==> config.mk <==
export PLATFORM = sky130hd
export DESIGN_NAME = f_node_sequencer
export DESIGN_NICKNAME = d
export VERILOG_FILES = /design/src/rtl/f_node_pkg.sv /design/src/rtl/f_node_shadow_regs.sv /design/src/rtl/f_node_sequencer.sv
export SDC_FILE = /design/constraint.sdc
export NUM_CORES = 1
export LEC_CHECK = 0
export BUFFER_PORTS_ARGS = -buffer_cell sky130_fd_sc_hd__buf_2
export CAP_MARGIN = 5
export CORE_UTILIZATION = 48
export DETAILED_ROUTE_END_ITERATION = 10
export PLACE_DENSITY = 0.92
export SKIP_CTS_REPAIR_TIMING = 1
export SKIP_LAST_GASP = 1
export SLEW_MARGIN = 20
export SYNTH_ARGS = -nofsm -noshare
export SYNTH_HDL_FRONTEND = slang
export SYNTH_SLANG_ARGS = --single-unit
==> constraint.sdc <==
create_clock -name clk -period 2.1 [get_ports clk]
set_clock_uncertainty 0.05 [all_clocks]
set_input_delay 0.315 -clock clk [delete_from_list [all_inputs] [get_ports clk]]
set_output_delay 0.315 -clock clk [all_outputs]
set_load 0.05 [all_outputs]
==> src/rtl/f_node_pkg.sv <==
// Shared types and defaults for the F_node sequencer and its shadow register file.
package f_node_pkg;

    localparam int NUM_W_DEF   = 16;
    localparam int W_WIDTH_DEF = 5;

    typedef enum logic [2:0] {
        ST_FILL,
        ST_COMMIT,
        ST_ARMED,
        ST_EVAL_DRIVE,
        ST_EVAL_CAP
    } seq_state_t;

    typedef logic [W_WIDTH_DEF-1:0] w_slot_t;

endpackage

==> src/rtl/f_node_shadow_regs.sv <==
// NUM_W x W_WIDTH shadow register file: one indexed write port, synchronous clear,
// flat packed read bus (slot k at bits [k*W_WIDTH +: W_WIDTH]).
module f_node_shadow_regs #(
    parameter int NUM_W   = 16,
    parameter int W_WIDTH = 5,
    parameter int IDX_W   = $clog2(NUM_W)
) (
    input  logic                       clk,
    input  logic                       reset,
    input  logic                       wr_en,
    input  logic [IDX_W-1:0]           wr_idx,
    input  logic [W_WIDTH-1:0]         wr_data,
    output logic [NUM_W*W_WIDTH-1:0]   rd_bus
);

    logic [NUM_W-1:0][W_WIDTH-1:0] slots;

    always_ff @(posedge clk) begin
        if (reset) begin
            slots <= '0;
        end else begin
            for (int k = 0; k < NUM_W; k++) begin
                if (wr_en && wr_idx == IDX_W'(k))
                    slots[k] <= wr_data;
            end
        end
    end

    assign rd_bus = slots;

endmodule

==> src/rtl/f_node_sequencer.sv <==
// Controller for one F_node: streams weights into shadow regs, commits them with a one-cycle
// write_enable, then runs drive/settle/capture evaluations. Optional abort port: F_SEQ_ABORT_EN.
module f_node_sequencer
    import f_node_pkg::*;
#(
    parameter int NUM_W   = NUM_W_DEF,
    parameter int W_WIDTH = W_WIDTH_DEF,
    parameter int SETTLE  = 1
) (
    input  logic                       clk,
    input  logic                       reset,
`ifdef F_SEQ_ABORT_EN
    input  logic                       abort,
`endif
    input  logic                       w_valid,
    input  logic [W_WIDTH-1:0]         w_data,
    output logic                       w_ready,
    input  logic                       reload_req,
    input  logic                       eval_req,
    input  logic                       eval_in,
    output logic                       eval_ready,
    output logic                       write_enable,
    output logic [NUM_W*W_WIDTH-1:0]   write_bus,
    output logic                       node_in,
    input  logic [NUM_W*W_WIDTH-1:0]   out_bus,
    output logic [NUM_W*W_WIDTH-1:0]   result,
    output logic                       result_valid
);

    localparam int CNT_W = $clog2(NUM_W);
    localparam int SET_W = (SETTLE > 1) ? $clog2(SETTLE) : 1;

    seq_state_t         state;
    logic [CNT_W-1:0]   cnt;
    logic [SET_W-1:0]   settle_cnt;
    logic               abort_i;
    logic               beat;

`ifdef F_SEQ_ABORT_EN
    assign abort_i = abort;
`else
    assign abort_i = 1'b0;
`endif

    assign w_ready    = (state == ST_FILL);
    assign eval_ready = (state == ST_ARMED);
    assign beat       = w_valid && w_ready && !abort_i;

    f_node_shadow_regs #(
        .NUM_W   (NUM_W),
        .W_WIDTH (W_WIDTH),
        .IDX_W   (CNT_W)
    ) u_shadow (
        .clk     (clk),
        .reset   (reset),
        .wr_en   (beat),
        .wr_idx  (cnt),
        .wr_data (w_data),
        .rd_bus  (write_bus)
    );

    // result/result_valid land together in EVAL_CAP: out_bus is sampled on the edge
    // that ends the last settle cycle, so the captured value is visible with the pulse.
    always_ff @(posedge clk) begin
        if (reset) begin
            state        <= ST_FILL;
            cnt          <= '0;
            settle_cnt   <= '0;
            write_enable <= 1'b0;
            node_in      <= 1'b0;
            result       <= '0;
            result_valid <= 1'b0;
        end else begin
            write_enable <= 1'b0;
            result_valid <= 1'b0;
            case (state)
                ST_FILL: begin
                    if (abort_i) begin
                        cnt <= '0;
                    end else if (beat) begin
                        if (cnt == CNT_W'(NUM_W-1)) begin
                            cnt          <= '0;
                            state        <= ST_COMMIT;
                            write_enable <= 1'b1;
                        end else begin
                            cnt <= cnt + 1'b1;
                        end
                    end
                end
                ST_COMMIT: state <= ST_ARMED;
                ST_ARMED: begin
                    if (reload_req) begin
                        state <= ST_FILL;
                        cnt   <= '0;
                    end else if (eval_req) begin
                        node_in    <= eval_in;
                        settle_cnt <= '0;
                        state      <= ST_EVAL_DRIVE;
                    end
                end
                ST_EVAL_DRIVE: begin
                    if (abort_i) begin
                        node_in <= 1'b0;
                        state   <= ST_ARMED;
                    end else if (settle_cnt == SET_W'(SETTLE-1)) begin
                        result       <= out_bus;
                        result_valid <= 1'b1;
                        node_in      <= 1'b0;
                        state        <= ST_EVAL_CAP;
                    end else begin
                        settle_cnt <= settle_cnt + 1'b1;
                    end
                end
                ST_EVAL_CAP: state <= ST_ARMED;
                default:     state <= ST_FILL;
            endcase
        end
    end

endmodule

==> impl_results.md, run 1 <==
- Outcome: completed
- Post-Layout Inst Area: just over 8000 um^2
- Worst path cell trace: buf_4 -> nor4b_2 -> buf_4 -> and4b_1 -> mux2i_1 -> nor2_1
- Top cell type's share of synthesized area: 54.42%
- Aggregate global routing overflow: 0
- CTS tree: built
- Synthesized area per cell: 8.998 um^2
- Post-synth EDFFs: 0
- Max-slew violations: 0
- Vias in the first global route: 5,022
- Critical path's top delay family: simple AND/OR/NAND/NOR gates
- Simple-Gate Fraction of Synth Area: between 10% and 20%
- Clock Path Buffers: 2
- Area leader, netlist: dfxtp_1
- Die Area: 13,490 um^2
- Worst Setup End Kind: flop
- Startpoint class of the critical path: flop
- Total negative setup slack: 0 ps
- Clock net sink count: 170
- Final Hold Viols: 0
- P per Cell Area: 831.2 nW/um^2
- Buf+Inv Stages, Crit Path: 2
- Height of the die: 116.1 um
- Core Area: 12,670 um^2
- CP Max Fanout: 14
- Final Total Pwr: slightly below 7000 uW
- Async set-reset flop share out of synthesis: 0%
- Detailed-route DRC error count: 0
- Routed WL per cell: roughly 15 um
- Mux contribution to synthesized area: 13.47%
- Clk_lat worst skew: 430 ps
- Worst path slowest cell: and4b_1
- Die X: around 120 um
- Largest cells by area after synthesis: dfxtp_1, mux2i_1, nand2_1
- Syn-to-layout area delta: 32.43%
- Final setup fails: 0
- DR iter-0 viols: 383
- Final period utilization: 91.40%
- Dominant synthesized flop cell: dfxtp_1
- # fillers: 1,026
- Netlist cell types: 31
- WP data required: 2330 ps
- First-pass GRT wire length: 24,440 um
- Maximum VDD drop: 0.6887 mV
- Synth Register Bits: between 150 and 200
- Worst slew pin tran: 700.9 ps
- Tmin final: 1919 ps
- PortBufs: 255
- Post-Synth Adder-Cell Area: 0.8003%
- H-tree levels: 4
- Detail Route Antenna Nets: 0
- First drt pass iteration count: 5
- Top-count cell post-synth: dfxtp_1
- Setup CP Type: reg2reg
- Reg clk slew, reported paths: about 70 ps
- Slowest stage delay, CP: 410 ps
- GP Congestion: 0.7567
- CTS root buf: clkbuf_16
- Nets: 1,019
- Routed wire length: roughly 17,000 um
- Worst hold slack: 69.72 ps
- # IOs: 256
- LEAKAGE: 0.003750 uW
- WP data arrival: 2150 ps
- Cell Rows: just over 40
- Post-DP HPWL: roughly 11,000 um
- Max Fclk: 0.5210 GHz
- Mapped Area: about 6300 um^2
- HP Class: in2reg
- Layout cells sized above 1: ~33%
- Slew margin rel.: 53.27%
- Synth Area in Compound Gates: 7.603%
- Initial antenna violation count: 0
- Synth Area in XOR/XNOR: 0%
- Syn Nets: a little under 800
- Most frequent CP cell: buf_4
- Total GRT Usage: 23.93%
- Via-to-Cell Ratio: 5.054
- Synth warn: 0
- Multi-input logic area: 2599 um^2
- RSZ-0062 raised after global routing: false
- Largest net degree at the start of global routing: 81
- Largest family of logic cells by synthesized area: simple AND/OR/NAND/NOR gates
- Syn Inst Count: 695
- Number of max-cap violations: 0
- Dpl cell area: 7644 um^2
- Register area: 3403 um^2
- Register area share after synthesis: ~54%
- TritonCTS Buffers: 17
- Starting Density: 49.35%
- Top post-synthesis cells by count: dfxtp_1, nand2_1, nor2_1
- Routed via count: between 5,000 and 6,000
## cell type report
cell class / instances / area share, %
inverters: 2 / 0.09065
diodes: 1 / 0.03022
repair buffers: 267 / 17.13
clock inverters: 13 / 2.206
multi-input cells: 466 / 31.38
flip-flops and latches: 170 / 41.09
clock buffers: 19 / 5.469
well taps: 172 / 2.599
## tightest hold or removal path: cells and delay by family
kind,cells,cell delay [ps]
AND/OR/NAND/NOR,1,40
buffers and inverters,1,100
AO/OA/AOI/OAI,1,50
## placed cells by master (no fill, tap or decap), types with 2 or more instances in the layout
| master | netlist | layout |
|---|---|---|
| inv_1 | 2 | 2 |
| buf_12 | 0 | 4 |
| clkinv_4 | 0 | 3 |
| buf_4 | 1 | 9 |
| nand3_1 | 4 | 4 |
| a211oi_1 | 2 | 2 |
| dfxtp_1 | 170 | 170 |
| o21ai_0 | 2 | 2 |
| bufinv_16 | 0 | 3 |
| mux2i_1 | 83 | 83 |
| clkbuf_16 | 0 | 17 |
| nor2_1 | 91 | 91 |
| buf_2 | 16 | 254 |
| a21oi_1 | 83 | 83 |
| nand2_1 | 166 | 165 |
| ha_1 | 4 | 4 |
| inv_6 | 0 | 3 |
| and4b_1 | 4 | 4 |
| and3_1 | 4 | 4 |
| nor3_4 | 4 | 4 |
| clkbuf_8 | 0 | 2 |
| nor2b_1 | 5 | 5 |
## flip-flops by register name (all words and copies together) (netlist names)
signal and count:
result_valid 1, result 80, state 3, u_shadow.rd_bus 80, write_enable 1, node_in 1
cnt 4
## routing by layer
layer / track usage (%) / vias up / part of all wire (%) / routed length [um]
met4: 12.31 / 0 / 2.5 / 416
met5: 0 / - / 0 / 0
li1: - / 2728 / - / -
met1: 26.09 / 2647 / 40 / 6695
met3: 6.902 / 32 / 6.5 / 1072
met2: 42.30 / 203 / 51 / 8435
## stage by stage
| step | setup WS [ps] | instances | utilization, % |
|---|---|---|---|
| 6_report | 180.6 | 1110 | 65.36 |
| 5_1_grt | 38.80 | 1109 | 65.34 |
| 4_1_cts | 161.1 | 1109 | 65.34 |
| 3_5_place_dp | 205.4 | 1077 | 60.32 |
| 3_3_place_gp | 261.9 | 1077 | 60.32 |
| 2_1_floorplan | 218.8 | 695 | - |
## worst paths after layout
| kind | depth (start not counted) | endpoint | slack, ps | start |
|---|---|---|---|---|
| max | 6 | u_shadow.rd_bus[57] | 180 | state[0] |
| min | 3 | result[55] | 70 | out_bus[55] |
| min reg2reg | 2 | result[15] | 400 | result[15] |
| max reg2reg | 6 | u_shadow.rd_bus[57] | 180 | state[0] |
## report_power, final
part           internal (uW)  switching, uW  total [uW]
clock network           1970           1340        3300
logic                    120            208         329
registers               3240           12.2        3250
total                   5330           1560        6880
## logic make-up after synthesis
family / after synthesis
simple gates: 287
flops: 170
compound gates: 91
mux: 84
buf+inv: 59
fa+ha+maj: 4
(Power assumes the default switching activity.)
==> inputs of run 2 (changes only) <==
ABC_AREA = 1   (was unset)
==> impl_results.md, run 2 <==
- Outcome: completed
- Clk_lat worst skew: 420 ps
- Total negative setup slack: 0 ps
- Startpoint class of the critical path: flop
- CTS root buf: clkbuf_16
- Die Area: 13,370 um^2
- Post-DP HPWL: between 10,000 and 15,000 um
- Height of the die: 115.7 um
- Worst Slack Setup Final: 176.9 ps
- Commonest cells after routing, fill and taps aside: nor2_1, buf_2, dfxtp_1
- Core Area: around 13,000 um^2
- WP data arrival: 1560 ps
- Critical path origin: state[1]
- Nets: 1,148
- Buf+Inv Stages, Crit Path: 3
- Clock net sink count: 170
- Total GRT Usage: between 20% and 30%
- Tmin final: 1923 ps
- Post-Synth Adder-Cell Area: 0.8073%
- Dominant synthesized flop cell: dfxtp_1
- Post-Place Setup Slack: 439.6 ps
- Largest net degree at the start of global routing: 81
- Simple-Gate Fraction of Synth Area: about 26%
- First drt pass iteration count: 5
- DR iter-0 viols: 567
- Detailed-route DRC error count: 0
- Worst hold slack: 58.60 ps
- Max-slew violations: 0
- RSZ-0062 raised after global routing: false
- Via-to-Cell Ratio: 5.055
- Slowest stage delay, CP: 370 ps
- Starting Density: 49.13%
- Layout cells sized above 1: 28.99%
- Reg2reg start: state[0]
- GP Congestion: 0.8876
- Top post-synthesis cells by count: nor2_1, dfxtp_1, o21ai_0
- P per Cell Area: approximately 860 nW/um^2
- Initial antenna violation count: 1
- Routed via count: 6,263
- Most frequent CP cell: inv_1
- Clock Path Buffers: 2
- Hold Startpoint: out_bus[27]
- Async set-reset flop share out of synthesis: 0%
- Non-Filler Instances: about 1,200
- H-tree levels: 4
- First-pass GRT wire length: ~28,000 um
- Routed wire length: 17,750 um
- Syn Nets: slightly above 900
- Maximum VDD drop: 0.5774 mV
- PortBufs: between 200 and 300
- Synth warn: 0
- Reg clk slew, reported paths: about 60 ps
- Mux contribution to synthesized area: 0%
- Area leader, netlist: dfxtp_1
- Synth Area in XOR/XNOR: 0%
- CP Max Fanout: 6
- LEAKAGE: 0.004329 uW
- Critical path's top delay family: buffers and inverters
- Largest cells by area after synthesis: dfxtp_1, nor2_1, o21ai_0
- Worst slew pin tran: 411.0 ps
- CTS tree: built
- Routed WL per cell: 14.32 um
- Final Hold Viols: 0
- Final setup fails: 0
- Aggregate global routing overflow: 0
- Synth Register Bits: 170
- TritonCTS Buffers: 17
- Register area share after synthesis: between 50 and 60%
- HP Class: in2reg
- Die X: 115.7 um
- # IOs: 256
- Max Fclk: ~0.52 GHz
- Detail Route Antenna Nets: 0
- Syn-to-layout area delta: 32.41%
- Met1 global-route usage: between 20 and 30%
- Worst path cell trace: inv_1 -> nor2_1 -> nand2_1 -> inv_1 -> buf_2
- Vias in the first global route: 5,803
- Mapped Area: 6200 um^2
- FF-to-FF setup slack: between 300 and 400 ps
- Number of max-cap violations: 0
- Final period utilization: about nine tenths
- GR Util met2: 46.63%
- Top cell type's share of synthesized area: a little over half
- Worst Setup End Kind: output port
- Synthesized area per cell: 7.579 um^2
- Slew margin rel.: 72.60%
- Netlist cell types: 19
- Largest family of logic cells by synthesized area: simple AND/OR/NAND/NOR gates
- Setup CP Type: reg2out
- Post-synth EDFFs: 0
- Cell Rows: 41
- Top-count cell post-synth: nor2_1
- Worst path slowest cell: dfxtp_1
- GR peak layer: met2
- Syn Inst Count: about 820
- GRT met3 Usage: 8.264%
- WP data required: 1740 ps
- Placed cell count: 1,206
- Synth Area in Compound Gates: 13.76%
- Commonest non-fill, non-tap cell in the layout: nor2_1
-- run 2: path summary, 6_finish.rpt --
path,cells after the start,endpoint
hold reg to reg,2,u_shadow.rd_bus[3]
hold / removal,3,result[27]
setup reg to reg,7,u_shadow.rd_bus[8]
setup / recovery,5,eval_ready
-- run 2: stage by stage --
step                      utilization, %  instance area [um^2]  total power, uW
final                              65.05                  8209             7077
after global routing               65.05                  8209             7320
after CTS                          65.03                  8207             7110
after detailed placement           60.28                  7607             3939
after global placement             60.28                  7607             3931
after floorplan                        -                  6200             3750
-- run 2: kinds of logic (layout without fill, tap and decap cells) --
kind of cell / after synthesis / in the layout
compound gates: 170 / 170
fa+ha+maj: 4 / 4
buf+inv: 76 / 324
flops: 170 / 170
other cells: 0 / 1
simple gates: 398 / 398
-- run 2: layout make-up --
class	instances	area, um^2
Timing Repair Buffer	261	1371
Clock inverter	14	170.2
Clock buffer	18	429.2
Inverter	31	118.9
Antenna cell	1	2.502
Fill cell	1053	4410
Sequential cell	170	3403
Tap cell	172	215.2
Multi-Input combinational cell	572	2499
-- run 2: per-layer routing --
| metal | wire length [um] | up-vias |
|---|---|---|
| li1 | - | 3067 |
| met1 | 6989 | 2885 |
| met2 | 8868 | 275 |
| met3 | 1330 | 36 |
| met4 | 560 | 0 |
| met5 | 0 | - |
-- run 2: power by group --
part	switching (uW)	internal [uW]	total [uW]
combinational	401	161	562
clock	1320	1880	3200
sequential	34.8	3280	3320
total	1760	5320	7080
-- run 2: tightest hold or removal path, stage by stage --
cell	delay (ps)
buf_2	70
nor2_1	30
nor2_1	80
